===== config.mk =====
export PLATFORM = sky130hd
export DESIGN_NAME = jpeg_scan_ctrl
export DESIGN_NICKNAME = d
export VERILOG_FILES = /design/src/rtl/jpeg_pkg.sv /design/src/rtl/jpeg_scan_ctrl.sv
export SDC_FILE = /design/constraint.sdc
export NUM_CORES = 1
export LEC_CHECK = 0
export CAP_MARGIN = 5
export CORE_ASPECT_RATIO = 1.1
export CORE_UTILIZATION = 45
export CTS_BUF_LIST = sky130_fd_sc_hd__clkbuf_16
export CTS_CLUSTER_SIZE = 30
export DETAILED_ROUTE_END_ITERATION = 8
export PLACE_DENSITY_LB_ADDON = 0.12
export SLEW_MARGIN = 20
export SYNTH_ARGS = -nofsm -noshare
export SYNTH_HDL_FRONTEND = slang
export SYNTH_SLANG_ARGS = --single-unit

===== constraint.sdc =====
create_clock -name clk_i -period 5.45 [get_ports clk_i]
set_input_delay 1.09 -clock clk_i [delete_from_list [all_inputs] [get_ports clk_i]]
set_output_delay 1.09 -clock clk_i [all_outputs]
set_load 0.005 [all_outputs]

===== src/rtl/jpeg_pkg.sv =====
// Shared types and marker constants for the JPEG scan controller.
package jpeg_pkg;

  // Scan sequencing states
  typedef enum logic [2:0] {
    IDLE     = 3'd0,
    DATA     = 3'd1,
    FF_SEEN  = 3'd2,
    RST_WAIT = 3'd3,
    FLUSH    = 3'd4,
    DONE     = 3'd5
  } scan_state_t;

  localparam logic [7:0] MRK_PREFIX = 8'hFF;
  localparam logic [7:0] MRK_STUFF  = 8'h00;
  localparam logic [7:0] MRK_RST0   = 8'hD0;
  localparam logic [7:0] MRK_EOI    = 8'hD9;

  // True for RST0..RST7 (D0..D7): upper five bits match RST0
  function automatic logic is_rst_marker(input logic [7:0] b);
    return (b[7:3] == MRK_RST0[7:3]);
  endfunction

endpackage


===== src/rtl/jpeg_scan_ctrl.sv =====
// Feeds one scan's entropy-coded bytes into jpeg_bitbuffer: strips FF00 stuffing,
// drops FF fill bytes, drains/flushes on RSTn markers and terminates on EOI.
module jpeg_scan_ctrl
  import jpeg_pkg::*;
#(
  parameter int RST_CHECK = 1
) (
  input  logic       clk_i,
  input  logic       rst_i,
  input  logic       img_start_i,
  input  logic       scan_start_i,
  input  logic       inport_valid_i,
  input  logic [7:0] inport_data_i,
  input  logic       inport_last_i,
  output logic       inport_accept_o,
  output logic       bb_valid_o,
  output logic [7:0] bb_data_o,
  input  logic       bb_accept_i,
  output logic       bb_last_o,
  output logic       bb_flush_o,
  input  logic       dec_idle_i,
  output logic       restart_o,
  output logic       eoi_o,
  output logic       rst_err_o,
  output logic       marker_err_o
);

  scan_state_t state_r, state_s;
  logic [2:0]  exp_idx_r, exp_idx_s;
  logic [2:0]  rst_idx_r, rst_idx_s;
  logic        flush_r, flush_s;
  logic        last_r, last_s;
  logic        eoi_r, eoi_s;
  logic        restart_r, restart_s;
  logic        rst_err_r, rst_err_set_s;
  logic        mrk_err_r, mrk_err_set_s;
  logic        accept_s, bb_valid_s, end_s;
  logic [7:0]  bb_data_s;
  logic        is_prefix_s, is_stuff_s, is_rst_s, is_eoi_s;

  // Classify the byte currently offered by the source
  always_comb begin
    is_prefix_s = (inport_data_i == MRK_PREFIX);
    is_stuff_s  = (inport_data_i == MRK_STUFF);
    is_rst_s    = is_rst_marker(inport_data_i);
    is_eoi_s    = (inport_data_i == MRK_EOI);
  end

  // Next-state, handshake and pulse-request logic
  always_comb begin
    state_s       = state_r;
    exp_idx_s     = exp_idx_r;
    rst_idx_s     = rst_idx_r;
    accept_s      = 1'b0;
    bb_valid_s    = 1'b0;
    bb_data_s     = 8'h00;
    flush_s       = 1'b0;
    last_s        = 1'b0;
    eoi_s         = 1'b0;
    restart_s     = 1'b0;
    rst_err_set_s = 1'b0;
    mrk_err_set_s = 1'b0;
    end_s         = 1'b0;
    if (img_start_i) begin
      // Abort wins over everything: no handshake, no pulses
      state_s   = IDLE;
      exp_idx_s = 3'd0;
    end else begin
      case (state_r)
        IDLE, DONE: begin
          if (scan_start_i) begin
            state_s   = DATA;
            flush_s   = 1'b1;
            exp_idx_s = 3'd0;
          end else begin
            state_s = state_r;
          end
        end
        DATA: begin
          if (!inport_valid_i) begin
            state_s = state_r;
          end else if (is_prefix_s) begin
            accept_s      = 1'b1;
            state_s       = FF_SEEN;
            end_s         = inport_last_i;
            mrk_err_set_s = inport_last_i;
          end else begin
            bb_valid_s    = 1'b1;
            bb_data_s     = inport_data_i;
            accept_s      = bb_accept_i;
            end_s         = bb_accept_i & inport_last_i;
            mrk_err_set_s = bb_accept_i & inport_last_i;
          end
        end
        FF_SEEN: begin
          if (!inport_valid_i) begin
            state_s = state_r;
          end else if (is_stuff_s) begin
            // Stuffed FF00 becomes a literal FF data byte
            bb_valid_s    = 1'b1;
            bb_data_s     = MRK_PREFIX;
            accept_s      = bb_accept_i;
            state_s       = bb_accept_i ? DATA : FF_SEEN;
            end_s         = bb_accept_i & inport_last_i;
            mrk_err_set_s = bb_accept_i & inport_last_i;
          end else if (is_prefix_s) begin
            // Fill byte: swallow, marker prefix still pending
            accept_s      = 1'b1;
            end_s         = inport_last_i;
            mrk_err_set_s = inport_last_i;
          end else if (is_rst_s) begin
            accept_s      = 1'b1;
            rst_idx_s     = inport_data_i[2:0];
            rst_err_set_s = (RST_CHECK != 0) && (inport_data_i[2:0] != exp_idx_r);
            if (inport_last_i) begin
              end_s         = 1'b1;
              mrk_err_set_s = 1'b1;
            end else begin
              last_s  = 1'b1;
              state_s = RST_WAIT;
            end
          end else begin
            // EOI, or any unexpected marker treated as end of scan
            accept_s      = 1'b1;
            end_s         = 1'b1;
            mrk_err_set_s = ~is_eoi_s;
          end
        end
        RST_WAIT: begin
          if (dec_idle_i) begin
            state_s   = FLUSH;
            flush_s   = 1'b1;
            restart_s = 1'b1;
          end else begin
            state_s = state_r;
          end
        end
        FLUSH: begin
          exp_idx_s = rst_idx_r + 3'd1;
          state_s   = DATA;
        end
        default: begin
          state_s = IDLE;
        end
      endcase
      if (end_s) begin
        state_s = DONE;
        last_s  = 1'b1;
        eoi_s   = 1'b1;
      end else begin
        eoi_s = 1'b0;
      end
    end
  end

  // State, marker index tracking, registered pulses and sticky error flags
  always_ff @(posedge clk_i or negedge rst_i) begin
    if (!rst_i) begin
      state_r   <= IDLE;
      exp_idx_r <= 3'd0;
      rst_idx_r <= 3'd0;
      flush_r   <= 1'b0;
      last_r    <= 1'b0;
      eoi_r     <= 1'b0;
      restart_r <= 1'b0;
      rst_err_r <= 1'b0;
      mrk_err_r <= 1'b0;
    end else begin
      state_r   <= state_s;
      exp_idx_r <= exp_idx_s;
      rst_idx_r <= rst_idx_s;
      flush_r   <= flush_s;
      last_r    <= last_s;
      eoi_r     <= eoi_s;
      restart_r <= restart_s;
      if (img_start_i) begin
        rst_err_r <= 1'b0;
        mrk_err_r <= 1'b0;
      end else begin
        rst_err_r <= rst_err_r | rst_err_set_s;
        mrk_err_r <= mrk_err_r | mrk_err_set_s;
      end
    end
  end

  assign inport_accept_o = accept_s;
  assign bb_valid_o      = bb_valid_s;
  assign bb_data_o       = bb_data_s;
  assign bb_flush_o      = flush_r;
  assign bb_last_o       = last_r;
  assign eoi_o           = eoi_r;
  assign restart_o       = restart_r;
  assign rst_err_o       = rst_err_r;
  assign marker_err_o    = mrk_err_r;

endmodule

==> results by group <==
Worst setup path
  • Flop2flop setup slack: 3670 ps
  • Setup CP Type: in -> out
  • CP startpoint kind: input port
  • Worst Path Buf+Inv: 2
  • CP max stage delay: just over 600 ps
  • Crit. End Element: output pin
  • Crit path DAT: between 3000 and 4000 ps
  • Cell family with most CP delay: simple AND/OR/NAND/NOR gates
  • CP dominant cell by count: clkdlybuf4s50_1
  • CP max stage cell: or4_4
  • Worst-path cell chain: clkdlybuf4s50_1, or4_4, nor2_2, and2_0, a21o_1, clkdlybuf4s50_1
  • WP data required: around 4400 ps
  • Crit Path Max Fanout: 8

Layout
  • Filler Cells Inserted: 190
  • # diodes: 0
  • Final instance area: around 1500 µm²
  • Commonest non-fill, non-tap cell in the layout: clkdlybuf4s50_1
  • Commonest non-fill, non-tap cells in the layout: clkdlybuf4s50_1, dfrtp_1, nor2_1
  • Synth-to-Final Area Change: 37.2%
  • Fin nets: between 150 and 200
  • Final non-filler cell total: 180
  • Layout cells sized above 1: between 10% and 20%

Timing
  • Tcrit/Tclk final: between 80 and 90%
  • Max-slew violation count: 0
  • Hold slack: 497 ps
  • Final Skew: 3.46 ps
  • Setup slack after layout: between 900 and 1000 ps
  • Max Clk Rate: ~220 MHz
  • Hold Fails Final Rpt: 0
  • Fin crit period: roughly 4500 ps
  • Slew HR: ~46%
  • Actual slew at the worst max-slew pin: between 800 and 900 ps
  • RSZ-0062 raised after global routing: false
  • Fin Setup TNS: 0 ps
  • Final setup violation count: 0

Global route
  • Largest net degree at the start of global routing: 16
  • Antenna violations before repair: 0
  • Total GRT Usage: 21.4%
  • First-pass GRT wire length: approximately 4300 µm
  • Met1 usage: around 25%
  • Number of global-route vias before repair: 957
  • Global routing's busiest layer: met2
  • Remaining Overflow, GRT: 0
  • M3 GR Usage: roughly 1.7%
  • Met2 Track Usage GR: 40.2%

Floorplan
  • I/O pin count: 32
  • Core box area: ~2300 µm²
  • Die Ht: between 50 and 60 µm
  • Initial Util: around half
  • # rows: 18
  • Die area: around 2600 µm²
  • Die X: roughly 50 µm

Clock tree
  • Clk root buf: clkbuf_16
  • CTS Sinks: 15
  • Post-CTS Hold Fix Bufs: 0
  • H-tree levels: 1
  • Number of buffers created by CTS: 3
  • Clk slew on worst S/H paths: about 50 ps
  • Setup bufs post-CTS: 0
  • Max clock buf depth: 2
  • CTS resizes: 0
  • Skew-Pair Late Insertion Delay: about 250 ps
  • CTS tree: built

Place
  • Post-DP Area: around 1400 µm²
  • DP HPWL: between 1500 and 2000 µm
  • IO Port Bufs: 31
  • Placer congestion estimate: just over 0.9
  • Placed insts: around 180
  • Setup WS pre-CTS: about 920 ps

Synthesis
  • #FFs+latches synth: 15
  • Area contributors post-synth: dfrtp_1, a21o_1, nor2_1
  • Post-synth top area cell: dfrtp_1
  • Mapped Avg Cell Area: 9.25 µm²
  • Ys Warns: 0
  • Mapped Cells: approximately 120
  • Post-synth EDFFs: 0
  • Syn Nets: 136
  • Yosys cell types: around 50
  • Async S/R FF share, synth: 100%
  • Yosys top cell area share: between 30% and 40%
  • Cell area after synthesis: 1100 µm²
  • Top FF cell, synth: dfrtp_1
  • Register area share after synthesis: 34.1%

Power
  • Power Density: between 300 and 400 nW/µm²
  • Leakage: 0.685 nW
  • Worst vdd ir: roughly 0.00022 V

Run
  • Max Cap Viol: 0

Route
  • DRC: 0
  • Number of DRC markers in iteration 0: 21
  • Post-DRT Antenna Nets: 0
  • Vias: 1025
  • Drt first pass iters: 6
  • Routed WL per cell: between 10 and 15 µm
  • Via density: 5.69
  • Drt total wl: approximately 2600 µm

Worst hold path
  • Hold Crit Class: reg -> reg

Outcome
  • Outcome: finished clean
## logic make-up (layout without fill, tap and decap cells)
logic type	Yosys count	after routing	share of synthesized area [%]
xor gates and xnor gates	4	4	3.18
AOI/OAI and AO/OA	33	33	24.9
muxes	5	5	4.89
adders and majority gates	2	2	2.05
DFF	15	15	34.1
and+or+nand+nor	48	48	26.1
buffers and inverters	12	43	4.77
## metal layers
layer | part of all wire, % | vias to the layer above | wire length (µm)
met1 | 43 | 478 | 1130
li1 | - | 505 | -
met3 | 4.9 | 3 | 128
met4 | 0.89 | 0 | 23
met2 | 51 | 39 | 1310
met5 | 0 | - | 0
## registers in the layout (all words and copies together) (netlist names)
name,count
eoi_o,1
marker_err_o,1
rst_err_o,1
exp_idx_r,3
rst_idx_r,3
state_r,3
bb_flush_o,1
restart_o,1
bb_last_o,1
## synth_stat cells, types with 2 or more instances
master    n
and2_1    2
mux2_1    3
mux2i_1   2
nor3_1    4
a21o_1    8
nand2_1   7
a21oi_1   4
inv_1     6
nand4_1   2
and3_1    3
xnor2_1   3
a31oi_1   3
o41ai_1   2
nor3_2    2
dfrtp_1  15
buf_2     3
nor2_1   11
or4_4     2
nor2b_1   2
nand3_1   4
a22o_1    3
## worst reg2reg max path: cells and delay by family, from the launching register on
kind             cells  cell delay (ps)
AND/OR/NAND/NOR      2              450
flip-flops           1              570
AO/OA/AOI/OAI        2              500
multiplexers         1              150
## power breakdown
part           internal, mW  switching (mW)
combinational        0.0975          0.0855
sequential            0.129          0.0302
clock                0.0978          0.0435
total                 0.324           0.159
## metrics by stage
step | utilization, % | power [mW]
CTS | 66.4 | 0.485
global placement | 62.9 | 0.338
global route | 66.4 | 0.517
floorplan | - | 0.279
finish | 66.4 | 0.484
detailed placement | 62.9 | 0.343
## final cells by class
class                      instances  area [µm²]  share of cell area [%]
clock buffer                       3        75.1                    4.97
clock inverter                     1        5.00                   0.331
inverter                           7        26.3                    1.74
multi-input combinational         92         673                    44.6
sequential                        15         375                    24.9
tap                               30        37.5                    2.49
timing repair buffer              32         318                    21.0
## worst paths after layout
path / from / endpoint / depth (start not counted)
worst min-delay path: rst_idx_r[1] / rst_idx_r[1] / 1
worst max register to register: state_r[2] / state_r[1] / 5
worst max-delay path: inport_data_i[3] / bb_data_o[6] / 6
worst min register to register: rst_idx_r[1] / rst_idx_r[1] / 1
min in group asynchronous: rst_i / marker_err_o / 1
max in group asynchronous: rst_i / eoi_o / 1
(Power assumes the default switching activity.)
